$ cat config.mk
export PLATFORM = sky130hd
export DESIGN_NAME = serial_adder_8bit
export DESIGN_NICKNAME = d
export VERILOG_FILES = /design/src/rtl/serial_adder_pkg.sv /design/src/rtl/fa_cell.sv /design/src/rtl/serial_adder_8bit.sv
export SDC_FILE = /design/constraint.sdc
export NUM_CORES = 1
export LEC_CHECK = 0
export ABC_CLOCK_PERIOD_IN_PS = 1500
export BUFFER_PORTS_ARGS = -buffer_cell sky130_fd_sc_hd__buf_2
export CORE_ASPECT_RATIO = 2
export CORE_MARGIN = 2
export CORE_UTILIZATION = 27
export DETAILED_ROUTE_END_ITERATION = 8
export GPL_TIMING_DRIVEN = 1
export PLACE_DENSITY_LB_ADDON = 0.25
export SETUP_SLACK_MARGIN = 0.2
export SYNTH_ARGS = -nofsm -noshare
export SYNTH_HDL_FRONTEND = slang
export SYNTH_SLANG_ARGS = --single-unit
$ cat constraint.sdc
create_clock -name clk -period 1.5 [get_ports clk]
set_input_delay 0.15 -clock clk [delete_from_list [all_inputs] [get_ports clk]]
set_output_delay 0.15 -clock clk [all_outputs]
set_load 0.01 [all_outputs]
$ cat src/rtl/serial_adder_pkg.sv
//------------------------------------------------------------------
// serial_adder_pkg : shared state encodings and default width
// Revision: 1.0
//------------------------------------------------------------------
`default_nettype none

package serial_adder_pkg;

  localparam int C_DEFAULT_WIDTH = 8;

  typedef enum logic [1:0] {
    ST_IDLE = 2'd0,
    ST_RUN  = 2'd1,
    ST_DONE = 2'd2
  } state_t;

endpackage

`default_nettype wire

$ cat src/rtl/fa_cell.sv
//------------------------------------------------------------------
// fa_cell : gate-level full adder (two half-adder stages plus OR)
// Revision: 1.0
//------------------------------------------------------------------
`default_nettype none

module fa_cell (
  input  logic x,
  input  logic y,
  input  logic z,
  output logic s,
  output logic c
);

  logic w_s1;
  logic w_c1;
  logic w_c2;

  assign w_s1 = x ^ y;
  assign w_c1 = x & y;
  assign s    = w_s1 ^ z;
  assign w_c2 = w_s1 & z;
  assign c    = w_c1 | w_c2;

endmodule

`default_nettype wire

$ cat src/rtl/serial_adder_8bit.sv
//------------------------------------------------------------------
// serial_adder_8bit : bit-serial adder, one result bit per clock
// Revision: 1.0
//------------------------------------------------------------------
`default_nettype none

module serial_adder_8bit
  import serial_adder_pkg::*;
#(
  parameter int WIDTH = C_DEFAULT_WIDTH
) (
  input  logic             clk,
  input  logic             rst_n,
  input  logic             start,
  input  logic [WIDTH-1:0] a,
  input  logic [WIDTH-1:0] b,
  input  logic             cin,
  output logic             busy,
  output logic             done,
  output logic [WIDTH-1:0] sum,
  output logic             cout
);

  localparam int                 c_cnt_w = $clog2(WIDTH + 1);
  localparam logic [c_cnt_w-1:0] c_last  = c_cnt_w'(WIDTH - 1);

  state_t             r_state;
  state_t             w_state_next;
  logic [WIDTH-1:0]   r_sh_a;
  logic [WIDTH-1:0]   r_sh_b;
  logic [WIDTH-1:0]   r_sum;
  logic               r_carry;
  logic               r_cout;
  logic [c_cnt_w-1:0] r_cnt;
  logic [c_cnt_w-1:0] w_cnt_inc;
  logic [WIDTH-1:0]   w_res_next;
  logic               w_accept;
  logic               w_last;
  logic               w_run;
  logic               w_s;
  logic               w_c;

  fa_cell u_fa (
    .x (r_sh_a[0]),
    .y (r_sh_b[0]),
    .z (r_carry),
    .s (w_s),
    .c (w_c)
  );

  assign w_last = (r_cnt == c_last);
  assign w_run  = (r_state == ST_RUN);

  // Ripple incrementer keeps the counter free of arithmetic operators
  always_comb begin
    logic cy;
    cy        = 1'b1;
    w_cnt_inc = '0;
    for (int i = 0; i < c_cnt_w; i++) begin
      w_cnt_inc[i] = r_cnt[i] ^ cy;
      cy           = r_cnt[i] & cy;
    end
  end

  always_ff @(posedge clk or negedge rst_n) begin
    if (!rst_n) begin
      r_state <= ST_IDLE;
    end else begin
      r_state <= w_state_next;
    end
  end

  always_comb begin
    w_state_next = r_state;
    w_accept     = 1'b0;
    busy         = 1'b0;
    done         = 1'b0;
    case (r_state)
      ST_IDLE: begin
        if (start) begin
          w_accept     = 1'b1;
          w_state_next = ST_RUN;
        end
      end
      ST_RUN: begin
        busy = 1'b1;
        if (w_last) begin
          w_state_next = ST_DONE;
        end
      end
      ST_DONE: begin
        done = 1'b1;
        if (start) begin
          w_accept     = 1'b1;
          w_state_next = ST_RUN;
        end else begin
          w_state_next = ST_IDLE;
        end
      end
      default: w_state_next = ST_IDLE;
    endcase
  end

  // The partial result needs only WIDTH-1 stored bits; the last sum bit
  // comes straight from the adder cell on the final edge.
  generate
    if (WIDTH == 1) begin : g_res_w1
      assign w_res_next = w_s;
    end else begin : g_res_wn
      logic [WIDTH-2:0] r_part;

      assign w_res_next = {w_s, r_part};

      always_ff @(posedge clk or negedge rst_n) begin
        if (!rst_n) begin
          r_part <= '0;
        end else if (w_run) begin
          r_part <= w_res_next[WIDTH-1:1];
        end
      end
    end
  endgenerate

  always_ff @(posedge clk or negedge rst_n) begin
    if (!rst_n) begin
      r_sh_a  <= '0;
      r_sh_b  <= '0;
      r_carry <= 1'b0;
      r_cnt   <= '0;
      r_sum   <= '0;
      r_cout  <= 1'b0;
    end else if (w_accept) begin
      r_sh_a  <= a;
      r_sh_b  <= b;
      r_carry <= cin;
      r_cnt   <= '0;
    end else if (w_run) begin
      r_sh_a  <= r_sh_a >> 1;
      r_sh_b  <= r_sh_b >> 1;
      r_carry <= w_c;
      r_cnt   <= w_cnt_inc;
      if (w_last) begin
        r_sum  <= w_res_next;
        r_cout <= w_c;
      end
    end
  end

  assign sum  = r_sum;
  assign cout = r_cout;

endmodule

`default_nettype wire

### Yosys cells after proc, flatten, opt, wreduce, memory -nomap -nowiden

Cells that the tools add are included.

* register bits after elaboration: 39
* input port bits: 20
* output and inout bits: 11

* eq/ne operators: 5
* multiplexer cells: 16
* bitwise logic cells: 12
* reductions and logical operators: 5

Operators with widths (count)
* two-way mux 8 bit: 4
* two-way mux 4 bit: 2
* two-way mux 1 bit: 7
* case mux 2 bit (3 select lines): 1
* bitwise XOR 1 bit: 5
* AND 1 bit: 4
* equality test 4 x 3 -> 1 bit, second input constant: 1
* two-way mux 2 bit: 2
* != test 2 bit, second input constant: 2
* AND reduction 3 bit: 1
* equality test 2 x 1 -> 1 bit, second input constant: 1
* equality test 2 bit, second input constant: 1
* zero test 2 bit: 1
* NOT 1 bit: 2
* AND reduction 2 bit: 1
* nonzero test 2 bit: 1
* OR reduction 2 bit: 1
* OR 1 bit: 1

### Longest topological paths before layout

Gate-level depths: netlist (run 1).

* depth in word-level cells: 5
* depth in mapped cells: 6

### Cells and area by module

Synthesis (run 1) repeated with hierarchy kept, for this count alone.

* cell total of the unflattened synthesis: 159
* area total of the unflattened synthesis: 1676.6 um2

Modules (own cells, without submodules)
* serial_adder_8bit: instances 1, cells an instance 158, area an instance 1656.6 um2
* fa_cell: instances 1, cells an instance 1, area an instance 20.0 um2

### Worst setup path after synthesis (run 1)

OpenSTA, ideal clock, no wires.

* kind: reg2reg
* from: register r_cnt[0]
* to: register r_cout (netlist: cout)
* setup time: 0.125 ns
* data arrival time: 1.323 ns
* path slack: 0.052 ns
* cell stages (with the launch flop): 6
* path through: dfrtp_1 > ha_1 > and3b_1 > and2_4 > buf_8 > mux2_4

* word-level cells in the longest chain between the ends: 2

Ends and longest elaborated chain
* from (decl): line serial_adder_8bit.sv:34 `logic [c_cnt_w-1:0] r_cnt;`
* from (signal assigned): line serial_adder_8bit.sv:141 `r_cnt <= w_cnt_inc;`
* equality test 4 x 3 -> 1 bit: line serial_adder_8bit.sv:51 `assign w_last = (r_cnt == c_last);`
* AND reduction 3 bit (no source line)
* to (signal assigned): line serial_adder_8bit.sv:144 `r_cout <= w_c;`
* to (decl): line serial_adder_8bit.sv:33 `logic r_cout;`

No other way between the ends.
A chain may end at the register's enable or synchronous reset.

### Worst setup path in the final report (run 1)

* from: register r_cnt[1]
* to: register r_sum[7] (netlist: sum[7])

* word-level cells in the longest chain between the ends: 2

Ends and longest elaborated chain
* equality test 4 x 3 -> 1 bit: line serial_adder_8bit.sv:51
* AND reduction 3 bit (no source line)
* to (signal assigned): line serial_adder_8bit.sv:143 `r_sum <= w_res_next;`
* to (decl): line serial_adder_8bit.sv:31 `logic [WIDTH-1:0] r_sum;`

No other way between the ends.

==> metrics.log, run 1 <==
INFO  metric layout_min_cycle_time = 1.37 ns
INFO  metric timing.hold.worst.class = primary input to flip-flop
INFO  metric global_route_total_overflow = 0
INFO  metric global_route_wire_length_before_repair = 6100 µm
INFO  metric grt_max_degree = 30
INFO  metric tightestPinTransition = 0.269 ns
INFO  metric die_y = 116 µm
INFO  metric ir_worst_vdd = 0.000991 V
INFO  metric run_status = complete, no violations
INFO  metric clock_path_buffers = 2
INFO  metric mappedNetlistNets = 181
INFO  metric area.growth.synth_to_final = 30.5%
INFO  metric drtAntennaViolNets = 0
INFO  metric postSynthRegisterBits = 39
INFO  metric clk_transition_reported_paths = 0.06 ns
INFO  metric timing.reg2reg.worst_path_depth = 4
INFO  metric effective_utilization_at_floorplan = 0.280
INFO  metric post-dp-hpwl = 2550 µm
INFO  metric worst_hold_path.num_cells = 3
INFO  metric final_hold_violations = 0
INFO  metric first_global_vias = 1291
INFO  metric synthesis.yosys.warnings = 0
INFO  metric finalMaxSlewViolations = 0
INFO  metric switchingPower = 1.62 mW
INFO  metric reg2reg_from = r_cnt[1]
INFO  metric routabilityCongestion = 0.676
INFO  metric dp_worst_setup_slack = 0.0934 ns
INFO  metric peak_freq = 0.731 GHz
INFO  metric min_from = b[0]
INFO  metric avgViaCountPerCell = 4.79
INFO  metric dr.pass1.iters = 4
INFO  metric critPathRequiredTime = 1.66 ns
INFO  metric power.share.combinational = 0.375
INFO  metric power.clock.fraction = 0.249
INFO  metric unrepaired_setup_endpoints_after_global_routing = true
INFO  metric drtIter0Drc = 24
INFO  metric dr_total_vias = 1261
INFO  metric post-route-worst-setup-slack = 0.132 ns
INFO  metric maxCapViolations = 0
INFO  metric finalNetCount = 222
INFO  metric synthDistinctLibCells = 25
INFO  metric switching_share = 0.329
INFO  metric skew = 0.00536 ns
INFO  metric worst-path-max-fanout = 5
INFO  metric total_leakage_power = 1.08 nW
INFO  metric power.density_cell_area = 2260 mW/mm²
INFO  metric seq_area_frac_synth = 0.581
INFO  metric final.period_utilization = 0.912
INFO  metric timing.setup.critical_path_class = flip-flop to flip-flop
INFO  metric placement_rows = 40
INFO  metric core_area = 0.00601 mm²
INFO  metric hold_end = r_sh_b[0]
INFO  metric finalWirelength = 3590 µm
INFO  metric worst_setup_path_end_kind = flip-flop
INFO  metric seq_power_share = 0.376
INFO  metric port_buffer_count = 30
INFO  metric die_area = 0.00690 mm²
INFO  metric number_of_endpoints_failing_setup_at_the_final_stage = 0
INFO  metric final_layout_size_suffix_gt1_frac = 0.340
INFO  metric antenna_found_initial = 0
INFO  metric drt_drc_violations_left = 0
INFO  metric post_synthesis_average_cell_area = 10.6 µm²
INFO  metric antenna-diode-count = 0
INFO  metric start_kind = flip-flop
INFO  metric max_transition_margin = 0.821
INFO  metric r2r-end = sum[7]
INFO  metric clock_tree_from_tritoncts = built
INFO  metric track_usage = 0.118
INFO  metric internal_power = 3.32 mW
INFO  metric wl_per_cell = 13.7 µm
INFO  metric root_buffer = sky130_fd_sc_hd__clkbuf_16
INFO  metric clk_latency = 0.28 ns
INFO  metric cts-htree-levels = 2
INFO  metric setup_tns = 0 ns
INFO  metric synthesis.instances = 158
INFO  metric tritoncts_num_sinks = 39
INFO  metric cts_inserted_buffers = 5
INFO  metric critPathArrivalTime = 1.53 ns
INFO  metric r2r_setup_slack = 0.13 ns
INFO  metric leading_cell_type_in_the_layout_fill_and_taps_excluded = sky130_fd_sc_hd__nand2_1
INFO  metric mostFrequentLayoutCells = sky130_fd_sc_hd__nand2_1, sky130_fd_sc_hd__dfrtp_1, sky130_fd_sc_hd__buf_2, sky130_fd_sc_hd__nor2_1, sky130_fd_sc_hd__a31oi_1
INFO  metric num_io_pins = 31
INFO  metric netlist_area = 0.00168 mm²
INFO  metric dieWidth = 59.8 µm
-- final cells by class --
class                   count  area [µm²]
flip-flops and latches     39         977
clock buffers               6         139
multi-input cells         109         663
inverters                   1        8.76
repair buffers             43         289
clock inverters             2        35.0
fillers                   626        3810
well taps                  63        78.8
-- critical path: stages, from the launching register on --
cell and delay, ns:
sky130_fd_sc_hd__dfrtp_1 0.38, sky130_fd_sc_hd__ha_2 0.19, sky130_fd_sc_hd__and3b_2 0.21, sky130_fd_sc_hd__and2_4 0.17
sky130_fd_sc_hd__mux2_4 0.30
-- synth_stat cells --
| master | number | area share |
|---|---|---|
| sky130_fd_sc_hd__mux2_4 | 9 | 0.080 |
| sky130_fd_sc_hd__dfrtp_1 | 39 | 0.58 |
| sky130_fd_sc_hd__nand3_1 | 4 | 0.012 |
| sky130_fd_sc_hd__buf_8 | 1 | 0.0089 |
| sky130_fd_sc_hd__nor2b_1 | 2 | 0.0075 |
| sky130_fd_sc_hd__xor2_1 | 1 | 0.0052 |
| sky130_fd_sc_hd__o21ai_0 | 2 | 0.0060 |
| sky130_fd_sc_hd__o22ai_1 | 1 | 0.0037 |
| sky130_fd_sc_hd__nor2_1 | 14 | 0.031 |
| sky130_fd_sc_hd__buf_2 | 4 | 0.012 |
| sky130_fd_sc_hd__fa_1 | 1 | 0.012 |
| sky130_fd_sc_hd__and2_4 | 1 | 0.0052 |
| sky130_fd_sc_hd__a31oi_1 | 11 | 0.041 |
| sky130_fd_sc_hd__ha_1 | 2 | 0.015 |
| sky130_fd_sc_hd__and3b_1 | 1 | 0.0052 |
| sky130_fd_sc_hd__buf_6 | 1 | 0.0067 |
| sky130_fd_sc_hd__nor3_1 | 1 | 0.0030 |
| sky130_fd_sc_hd__inv_4 | 1 | 0.0037 |
| sky130_fd_sc_hd__a22o_1 | 3 | 0.016 |
| sky130_fd_sc_hd__nand2b_1 | 2 | 0.0075 |
| sky130_fd_sc_hd__clkbuf_1 | 4 | 0.0089 |
| sky130_fd_sc_hd__nand2_1 | 48 | 0.11 |
| sky130_fd_sc_hd__nand3b_1 | 1 | 0.0045 |
| sky130_fd_sc_hd__a21oi_1 | 1 | 0.0030 |
| sky130_fd_sc_hd__a22oi_1 | 3 | 0.013 |
-- sequential cells by signal, indices dropped and copies added (netlist names) --
name	cells
g_res_wn.r_part	7
cout	1
r_sh_a	8
sum	8
r_cnt	4
r_sh_b	8
r_carry	1
r_state	2
-- power by group through the flow --
stage | combinational (mW) | clock [mW] | sequential [mW]
after global placement | 1.69 | 0 | 1.88
after CTS | 1.83 | 1.26 | 1.88
after floorplan | 1.21 | 0 | 1.86
after global routing | 2.10 | 1.30 | 1.93
after detailed placement | 1.71 | 0 | 1.89
final | 1.85 | 1.23 | 1.86
-- metal layers --
| metal | GRT usage | up-vias | share of wire |
|---|---|---|---|
| li1 | - | 607 | - |
| met1 | 0.129 | 627 | 0.39 |
| met2 | 0.209 | 22 | 0.56 |
| met3 | 0.0279 | 5 | 0.028 |
| met4 | 0.0533 | 0 | 0.020 |
| met5 | 0 | - | 0 |
-- worst max-delay path by stage --
stage,slack (ns),startpoint,end,cells after the start
3_5_place_dp,0.09,r_cnt[0],sum[7],4
4_1_cts,0.11,r_cnt[1],sum[7],4
3_3_place_gp,0.13,r_cnt[0],cout,4
2_1_floorplan,0.12,r_cnt[0],cout,5
6_report,0.13,r_cnt[1],sum[7],4
5_1_grt,0.09,r_cnt[0],sum[7],4
-- stage by stage --
stage / total power, mW / hold slack [ns] / cells / cell area [µm²] / util
after floorplan: 3.07 / -0.146 / 158 / 1690 / -
after global placement: 3.57 / 0.0103 / 248 / 1940 / 0.323
after detailed placement: 3.61 / 0.00884 / 248 / 1940 / 0.323
after CTS: 4.97 / 0.0907 / 261 / 2170 / 0.361
after global routing: 5.33 / 0.104 / 263 / 2190 / 0.365
final: 4.94 / 0.0932 / 263 / 2190 / 0.365
-- cell families after synthesis --
kind of cell | share of synthesized area
buffers and inverters | 0.0402
DFF | 0.581
adders and majority gates | 0.0268
and+or+nand+nor | 0.183
muxes | 0.0805
xor gates and xnor gates | 0.00522
AOI/OAI and AO/OA | 0.0827
-- what timing repair did --
item	in CTS	in global routing
resized for setup	6	2
setup endpoints to repair	10	14
buffers inserted	3	2
pin swaps	2	1
hold buffers	1	0
cloned	1	0
hold endpoints to repair	39	0
Power figures use the tool's default switching activity.
==> inputs of run 2 (changes only) <==
--- a/config.mk
+++ b/config.mk
@@ -5,6 +5,7 @@
 export SDC_FILE = /design/constraint.sdc
 export NUM_CORES = 1
 export LEC_CHECK = 0
+export ABC_AREA = 1
 export ABC_CLOCK_PERIOD_IN_PS = 1500
 export BUFFER_PORTS_ARGS = -buffer_cell sky130_fd_sc_hd__buf_2
 export CORE_ASPECT_RATIO = 2
==> run 2 against run 1 <==
Effect of this change:
- cell count rose by 41%
- synthesized cell count is 47% higher
- total power rose by 2.0%
- die area is 11% higher
- register-to-register slack improved by 0.14 ns
- non-clock buffer count rose by 5
- critical path depth unchanged
- sequential power hardly changed
- combinational power is 18% higher
- first-iteration DRC count grew to 4.3 times the previous value
- wire length grew 12%
- critical endpoint is now busy
==> metrics.log, run 2 <==
INFO  metric tightestPinTransition = 0.493 ns
INFO  metric post-dp-hpwl = 2550 µm
INFO  metric global_route_total_overflow = 0
INFO  metric synthesis.yosys.warnings = 0
INFO  metric area.growth.synth_to_final = 27.6%
INFO  metric antenna_found_initial = 0
INFO  metric worst_path_dominant_cell_family = flip-flops
INFO  metric grt_max_degree = 40
INFO  metric finalMaxSlewViolations = 0
INFO  metric tritoncts_num_sinks = 39
INFO  metric drtIter0Drc = 103
INFO  metric dr_total_vias = 1580
INFO  metric worst-path-buf-inv = 3
INFO  metric asyncSetResetFlopFracSynth = 1.00
INFO  metric clock_path_buffers = 2
INFO  metric synthDistinctLibCells = 19
INFO  metric root_buffer = sky130_fd_sc_hd__clkbuf_16
INFO  metric clk_transition_reported_paths = 0.06 ns
INFO  metric effective_utilization_at_floorplan = 0.275
INFO  metric start_kind = flip-flop
INFO  metric number_of_endpoints_failing_setup_at_the_final_stage = 0
INFO  metric timing.critical_path.slowest_stage_cell = sky130_fd_sc_hd__dfrtp_2
INFO  metric netlist_area = 0.00188 mm²
INFO  metric dr.pass1.iters = 4
INFO  metric timing.critical_path.cells = clkinv_4 -> nor2_4 -> buf_6 -> buf_6
INFO  metric worst_path_largest_cell_delay = 0.43 ns
INFO  metric synth.top_cells.by_area = sky130_fd_sc_hd__dfrtp_1, sky130_fd_sc_hd__nand2_1, sky130_fd_sc_hd__nand3_1, sky130_fd_sc_hd__inv_1, sky130_fd_sc_hd__nand2_8
INFO  metric unrepaired_setup_endpoints_after_global_routing = true
INFO  metric ir_worst_vdd = 0.000870 V
INFO  metric power.density_cell_area = 2100 mW/mm²
INFO  metric postSynthRegisterBits = 39
INFO  metric die_y = 122 µm
INFO  metric leading_cell_type_in_the_layout_fill_and_taps_excluded = sky130_fd_sc_hd__nand2_1
INFO  metric post_synthesis_average_cell_area = 8.07 µm²
INFO  metric timing.setup.critical_path_class = flip-flop to output pin
INFO  metric timing.hold.worst.class = primary input to flip-flop
INFO  metric worstSetupStartpoint = r_state[0]
INFO  metric avgViaCountPerCell = 4.27
INFO  metric r2r-end = sum[5]
INFO  metric r2r_setup_slack = 0.27 ns
INFO  metric synthesis.instances = 233
INFO  metric finalWirelength = 4010 µm
INFO  metric multiInputGateArea = 719 µm²
INFO  metric skew = 0.00248 ns
INFO  metric reg2reg_from = r_cnt[0]
INFO  metric maxCapViolations = 0
INFO  metric antenna-diode-count = 0
INFO  metric mostFrequentLayoutCells = sky130_fd_sc_hd__nand2_1, sky130_fd_sc_hd__dfrtp_1, sky130_fd_sc_hd__nand3_1, sky130_fd_sc_hd__inv_1, sky130_fd_sc_hd__buf_2
INFO  metric die_area = 0.00769 mm²
INFO  metric final.period_utilization = 0.871
INFO  metric track_usage = 0.112
INFO  metric run_status = complete, no violations
INFO  metric synth_flop_cell = sky130_fd_sc_hd__dfrtp_1
INFO  metric synth_largest_type_area_fraction = 0.519
INFO  metric num_io_pins = 31
INFO  metric setup_tns = 0 ns
INFO  metric clock_tree_from_tritoncts = built
INFO  metric critPathArrivalTime = 1.16 ns
INFO  metric global_route_wire_length_before_repair = 6800 µm
INFO  metric placement_rows = 43
INFO  metric register_area = 977 µm²
INFO  metric final_layout_size_suffix_gt1_frac = 0.229
INFO  metric timing.critical_path.mode_cell = sky130_fd_sc_hd__buf_6
INFO  metric drtAntennaViolNets = 0
INFO  metric place.detailed.instances = 349
INFO  metric max_transition_margin = 0.671
INFO  metric yosys.cell_count.top_type = sky130_fd_sc_hd__nand2_1
INFO  metric worst_setup_path_end_kind = output pin
INFO  metric layout_min_cycle_time = 1.31 ns
INFO  metric total_leakage_power = 1.34 nW
INFO  metric num-fill-cells = 749
INFO  metric cts_inserted_buffers = 5
INFO  metric synth_edf_count = 0
INFO  metric critPathRequiredTime = 1.35 ns
INFO  metric routabilityCongestion = 0.709
INFO  metric timing.reg2reg.worst_path_depth = 6
INFO  metric final_hold_violations = 0
INFO  metric drt_drc_violations_left = 0
INFO  metric clk_latency = 0.28 ns
INFO  metric mappedNetlistNets = 256
INFO  metric port_buffer_count = 30
INFO  metric seq_area_frac_synth = 0.519
INFO  metric worst_setup_path_endpoint = busy
INFO  metric core_area = 0.00683 mm²
INFO  metric cts-htree-levels = 2
INFO  metric synth_largest_area_cell = sky130_fd_sc_hd__dfrtp_1
INFO  metric wl_per_cell = 10.8 µm
INFO  metric worstSetupPathDepth = 4
INFO  metric synth_top_cells_by_count = sky130_fd_sc_hd__nand2_1, sky130_fd_sc_hd__dfrtp_1, sky130_fd_sc_hd__nand3_1
INFO  metric first_global_vias = 1440
INFO  metric dieWidth = 63.0 µm
INFO  metric peak_freq = 0.766 GHz
INFO  metric final-instance-count-excl-fill = 370
INFO  metric finalNetCount = 302
INFO  metric worst-path-max-fanout = 4
run 2: cell count changes in the layout (fill, tap and decap cells not counted), sizes merged, moves of 6 or more:
cell,before,now
nor2,14,6
o21ai,2,8
a31oi,11,0
nand3,4,32
nand2,48,102
inv,1,31
mux2,9,0
run 2: timing repair:
| item | in CTS | in global routing |
|---|---|---|
| setup buffers | 2 | 10 |
| hold buffers | 1 | 0 |
| gates resized for setup | 3 | 7 |
| pin swaps | 0 | 1 |
| endpoints found under the setup margin | 12 | 30 |
| endpoints found under the hold margin | 39 | 0 |
run 2: tightest hold or removal path, delay by kind of cell:
| family | cells | cell delay (ns) |
|---|---|---|
| and+or+nand+nor | 2 | 0.09 |
| buffers and inverters | 1 | 0.07 |
run 2: power breakdown:
part | total, mW | internal, mW | switching [mW]
clock network | 1.01 | 0.613 | 0.402
registers | 1.84 | 1.54 | 0.295
logic | 2.19 | 0.950 | 1.24
total | 5.04 | 3.11 | 1.94
run 2: per-layer routing:
layer  up-vias  track usage  routed length [µm]
met2        38        0.182                1950
li1        802            -                   -
met5         -            0                   0
met4         0       0.0458                  63
met1       734        0.145                1820
met3         6       0.0231                 168
run 2: kinds of logic after synthesis:
logic type	share of synthesized area
and+or+nand+nor	0.328
buffers and inverters	0.105
DFF	0.519
AOI/OAI and AO/OA	0.0240
adders and majority gates	0.0240
run 2: layout make-up:
type,count,area share
clock inverters,2,0.00521
clock buffers,6,0.0537
repair buffers,48,0.131
well taps,90,0.0469
inverters,32,0.0563
flip-flops and latches,39,0.407
multi-input cells,153,0.300
run 2: how the worst min path moves through the flow:
stage,start,end,slack [ns],depth (start not counted)
after floorplan,rst_n,cout,-0.15,0
final,a[7],r_sh_a[7],0.07,3
after detailed placement,rst_n,r_sh_b[5],0.23,2
after global placement,rst_n,r_sh_b[5],0.23,2
after global routing,a[7],r_sh_a[7],0.09,3
after CTS,a[7],r_sh_a[7],0.07,3
run 2: through the flow:
step	total power [mW]	setup slack [ns]	hold WS, ns	cell area (µm²)	util
after floorplan	3.22	0.356	-0.146	1880	-
after global placement	3.69	0.208	0.232	2110	0.309
after detailed placement	3.73	0.129	0.234	2110	0.309
after CTS	4.82	0.143	0.0740	2290	0.335
after global routing	5.50	0.155	0.0887	2400	0.351
final	5.04	0.194	0.0708	2400	0.351
==> inputs of run 3 (changes only) <==
--- a/config.mk
+++ b/config.mk
@@ -10,11 +10,12 @@
 export BUFFER_PORTS_ARGS = -buffer_cell sky130_fd_sc_hd__buf_2
 export CORE_ASPECT_RATIO = 2
 export CORE_MARGIN = 2
-export CORE_UTILIZATION = 27
+export CORE_UTILIZATION = 50
 export DETAILED_ROUTE_END_ITERATION = 8
 export GPL_TIMING_DRIVEN = 1
 export PLACE_DENSITY_LB_ADDON = 0.25
 export SETUP_SLACK_MARGIN = 0.2
 export SYNTH_ARGS = -nofsm -noshare
 export SYNTH_HDL_FRONTEND = slang
+export SYNTH_HIERARCHICAL = 1
 export SYNTH_SLANG_ARGS = --single-unit
==> run 3 against run 2 <==
Effect of this change:
- sequential power about the same
- critical path depth decreased by 1
- flip-flop and latch count did not move
- sequential share of layout area barely moved
- wire length decreased by 1.7%
- die area shrank 44%
- area after synthesis grew 0.40%
- via count rose by 0.32%
- worst hold slack lost 0.024 ns
- highest routed layer unchanged
==> metrics.log, run 3 <==
INFO  metric antenna-diode-count = 0
INFO  metric drt_drc_violations_left = 0
INFO  metric netlist_area = 0.00189 mm²
INFO  metric max_transition_margin = 0.737
INFO  metric start_kind = flip-flop
INFO  metric routabilityCongestion = 0.771
INFO  metric dp_worst_setup_slack = 0.144 ns
INFO  metric grt.busiest_layer = met2
INFO  metric avgViaCountPerCell = 4.83
INFO  metric timing.setup.critical_path_class = flip-flop to output pin
INFO  metric number_of_endpoints_failing_setup_at_the_final_stage = 0
INFO  metric multiInputGateArea = 743 µm²
INFO  metric synthesis.instances = 234
INFO  metric total_leakage_power = 1.36 nW
INFO  metric synth_edf_count = 0
INFO  metric die_area = 0.00431 mm²
INFO  metric post-route-worst-setup-slack = 0.189 ns
INFO  metric cts_inserted_buffers = 5
INFO  metric leading_cell_type_in_the_layout_fill_and_taps_excluded = sky130_fd_sc_hd__nand2_1
INFO  metric wl_per_cell = 12.0 µm
INFO  metric cts-htree-levels = 2
INFO  metric drtIter0Drc = 33
INFO  metric final_core_utilization = 0.666
INFO  metric dieWidth = 47.5 µm
INFO  metric num-fill-cells = 321
INFO  metric synth_largest_area_cell = sky130_fd_sc_hd__dfrtp_1
INFO  metric timing.critical_path.slowest_stage_cell = sky130_fd_sc_hd__dfrtp_2
INFO  metric register_area = 977 µm²
INFO  metric synth.top_cells.by_area = sky130_fd_sc_hd__dfrtp_1, sky130_fd_sc_hd__nand2_1, sky130_fd_sc_hd__nand3_1, sky130_fd_sc_hd__inv_1, sky130_fd_sc_hd__nand2_8
INFO  metric fin_area = 0.00240 mm²
INFO  metric skew = 0.00837 ns
INFO  metric global_route_total_overflow = 0
INFO  metric finalMaxSlewViolations = 0
INFO  metric timing.critical_path.cells = buf_12 -> nor2_4 -> buf_6
INFO  metric final_hold_violations = 0
INFO  metric gr-usage-met1 = 0.237
INFO  metric post_synthesis_average_cell_area = 8.07 µm²
INFO  metric run_status = complete, no violations
INFO  metric synth_largest_type_area_fraction = 0.517
INFO  metric grt_max_degree = 24
INFO  metric worst-path-buf-inv = 2
INFO  metric critPathRequiredTime = 1.35 ns
INFO  metric first_global_vias = 1500
INFO  metric synthDistinctLibCells = 21
INFO  metric clock_path_buffers = 2
INFO  metric grt_use_met2 = 0.340
INFO  metric clk_transition_reported_paths = 0.08 ns
INFO  metric mostFrequentLayoutCells = sky130_fd_sc_hd__nand2_1, sky130_fd_sc_hd__dfrtp_1, sky130_fd_sc_hd__nand3_1, sky130_fd_sc_hd__inv_1, sky130_fd_sc_hd__buf_2
INFO  metric grtUsageMet3 = 0.0600
INFO  metric root_buffer = sky130_fd_sc_hd__clkbuf_8
INFO  metric core_area = 0.00361 mm²
INFO  metric seq_area_frac_synth = 0.517
INFO  metric worst_setup_path_end_kind = output pin
INFO  metric drtAntennaViolNets = 0
INFO  metric synth_top_cells_by_count = sky130_fd_sc_hd__nand2_1, sky130_fd_sc_hd__dfrtp_1, sky130_fd_sc_hd__nand3_1
INFO  metric worst_path_dominant_cell_family = flip-flops
INFO  metric port_buffer_count = 30
INFO  metric track_usage = 0.209
INFO  metric ir_worst_vdd = 0.00135 V
INFO  metric num_io_pins = 31
INFO  metric worst_hold_slack = 0.0472 ns
INFO  metric antenna_found_initial = 0
INFO  metric area.growth.synth_to_final = 27.2%
INFO  metric finalNetCount = 301
INFO  metric die_y = 90.9 µm
INFO  metric layout_min_cycle_time = 1.31 ns
INFO  metric power.density_cell_area = 2150 mW/mm²
INFO  metric final_layout_size_suffix_gt1_frac = 0.233
INFO  metric maxCapViolations = 0
INFO  metric unrepaired_setup_endpoints_after_global_routing = true
INFO  metric final.period_utilization = 0.874
INFO  metric clk_latency = 0.30 ns
INFO  metric critPathArrivalTime = 1.16 ns
INFO  metric setup_tns = 0 ns
INFO  metric placement_rows = 31
INFO  metric effective_utilization_at_floorplan = 0.523
INFO  metric worst_path_largest_cell_delay = 0.49 ns
INFO  metric clock_tree_from_tritoncts = built
INFO  metric timing.hold.worst.class = primary input to flip-flop
INFO  metric finalWirelength = 3940 µm
INFO  metric yosys.cell_count.top_type = sky130_fd_sc_hd__nand2_1
INFO  metric dr.pass1.iters = 6
INFO  metric worst-path-max-fanout = 5
INFO  metric tritoncts_num_sinks = 39
INFO  metric post-dp-hpwl = 2560 µm
INFO  metric detailed_place.area = 0.00209 mm²
INFO  metric synthesis.yosys.warnings = 6
INFO  metric global_route_wire_length_before_repair = 6500 µm
INFO  metric synth_flop_cell = sky130_fd_sc_hd__dfrtp_1
INFO  metric mappedNetlistNets = 257
INFO  metric dr_total_vias = 1585
INFO  metric postSynthRegisterBits = 39
INFO  metric tightestPinTransition = 0.395 ns
INFO  metric asyncSetResetFlopFracSynth = 1.00
INFO  metric peak_freq = 0.763 GHz
-- run 3: kinds of logic after synthesis --
kind of cell    share of synthesized area
compound gates                     0.0239
fa+ha+maj                          0.0239
buf+inv                             0.104
flops                               0.517
simple gates                        0.331
-- run 3: path summary, 6_finish.rpt --
path,startpoint,to,slack (ns),depth (start not counted)
worst max-delay path,r_state[0],done,0.19,3
worst min-delay path,a[7],r_sh_a[7],0.05,3
worst max register to register,r_state[0],r_cnt[2],0.21,7
worst min register to register,sum[6],sum[6],0.47,2
max in group asynchronous,rst_n,r_state[0],0.74,3
min in group asynchronous,rst_n,sum[1],0.29,2
-- run 3: metrics by stage --
stage | cells | total power [mW]
floorplan | 234 | 3.24
global placement | 309 | 3.65
detailed placement | 309 | 3.73
CTS | 320 | 4.86
global route | 328 | 5.60
finish | 328 | 5.16
-- run 3: tightest hold or removal path, stage by stage --
cell and delay, ns:
sky130_fd_sc_hd__buf_2 0.07, sky130_fd_sc_hd__nand2_1 0.04, sky130_fd_sc_hd__nand2_1 0.05
-- run 3: power breakdown --
part	switching, mW	internal (mW)
registers	0.322	1.54
clock network	0.390	0.663
logic	1.28	0.965
-- run 3: final cells by class --
type | instances | area share
well taps | 49 | 0.0255
multi-input cells | 154 | 0.310
repair buffers | 46 | 0.145
flip-flops and latches | 39 | 0.407
clock buffers | 5 | 0.0287
clock inverters | 3 | 0.0281
inverters | 32 | 0.0563
-- run 3: metal layers --
metal	wire [µm]	up-vias	part of all wire
met5	0	-	0
met4	105	0	0.027
met3	155	9	0.039
met2	2110	37	0.54
met1	1570	740	0.40
li1	-	799	-
-- run 3: repair_timing --
action | 4_1_cts | 5_1_grt
setup buffers | 2 | 7
hold buffers | 1 | 0
endpoints found under the hold margin | 16 | 0
gates resized for setup | 5 | 11
pin swaps | 0 | 1
gates cloned | 0 | 1
endpoints found under the setup margin | 12 | 29
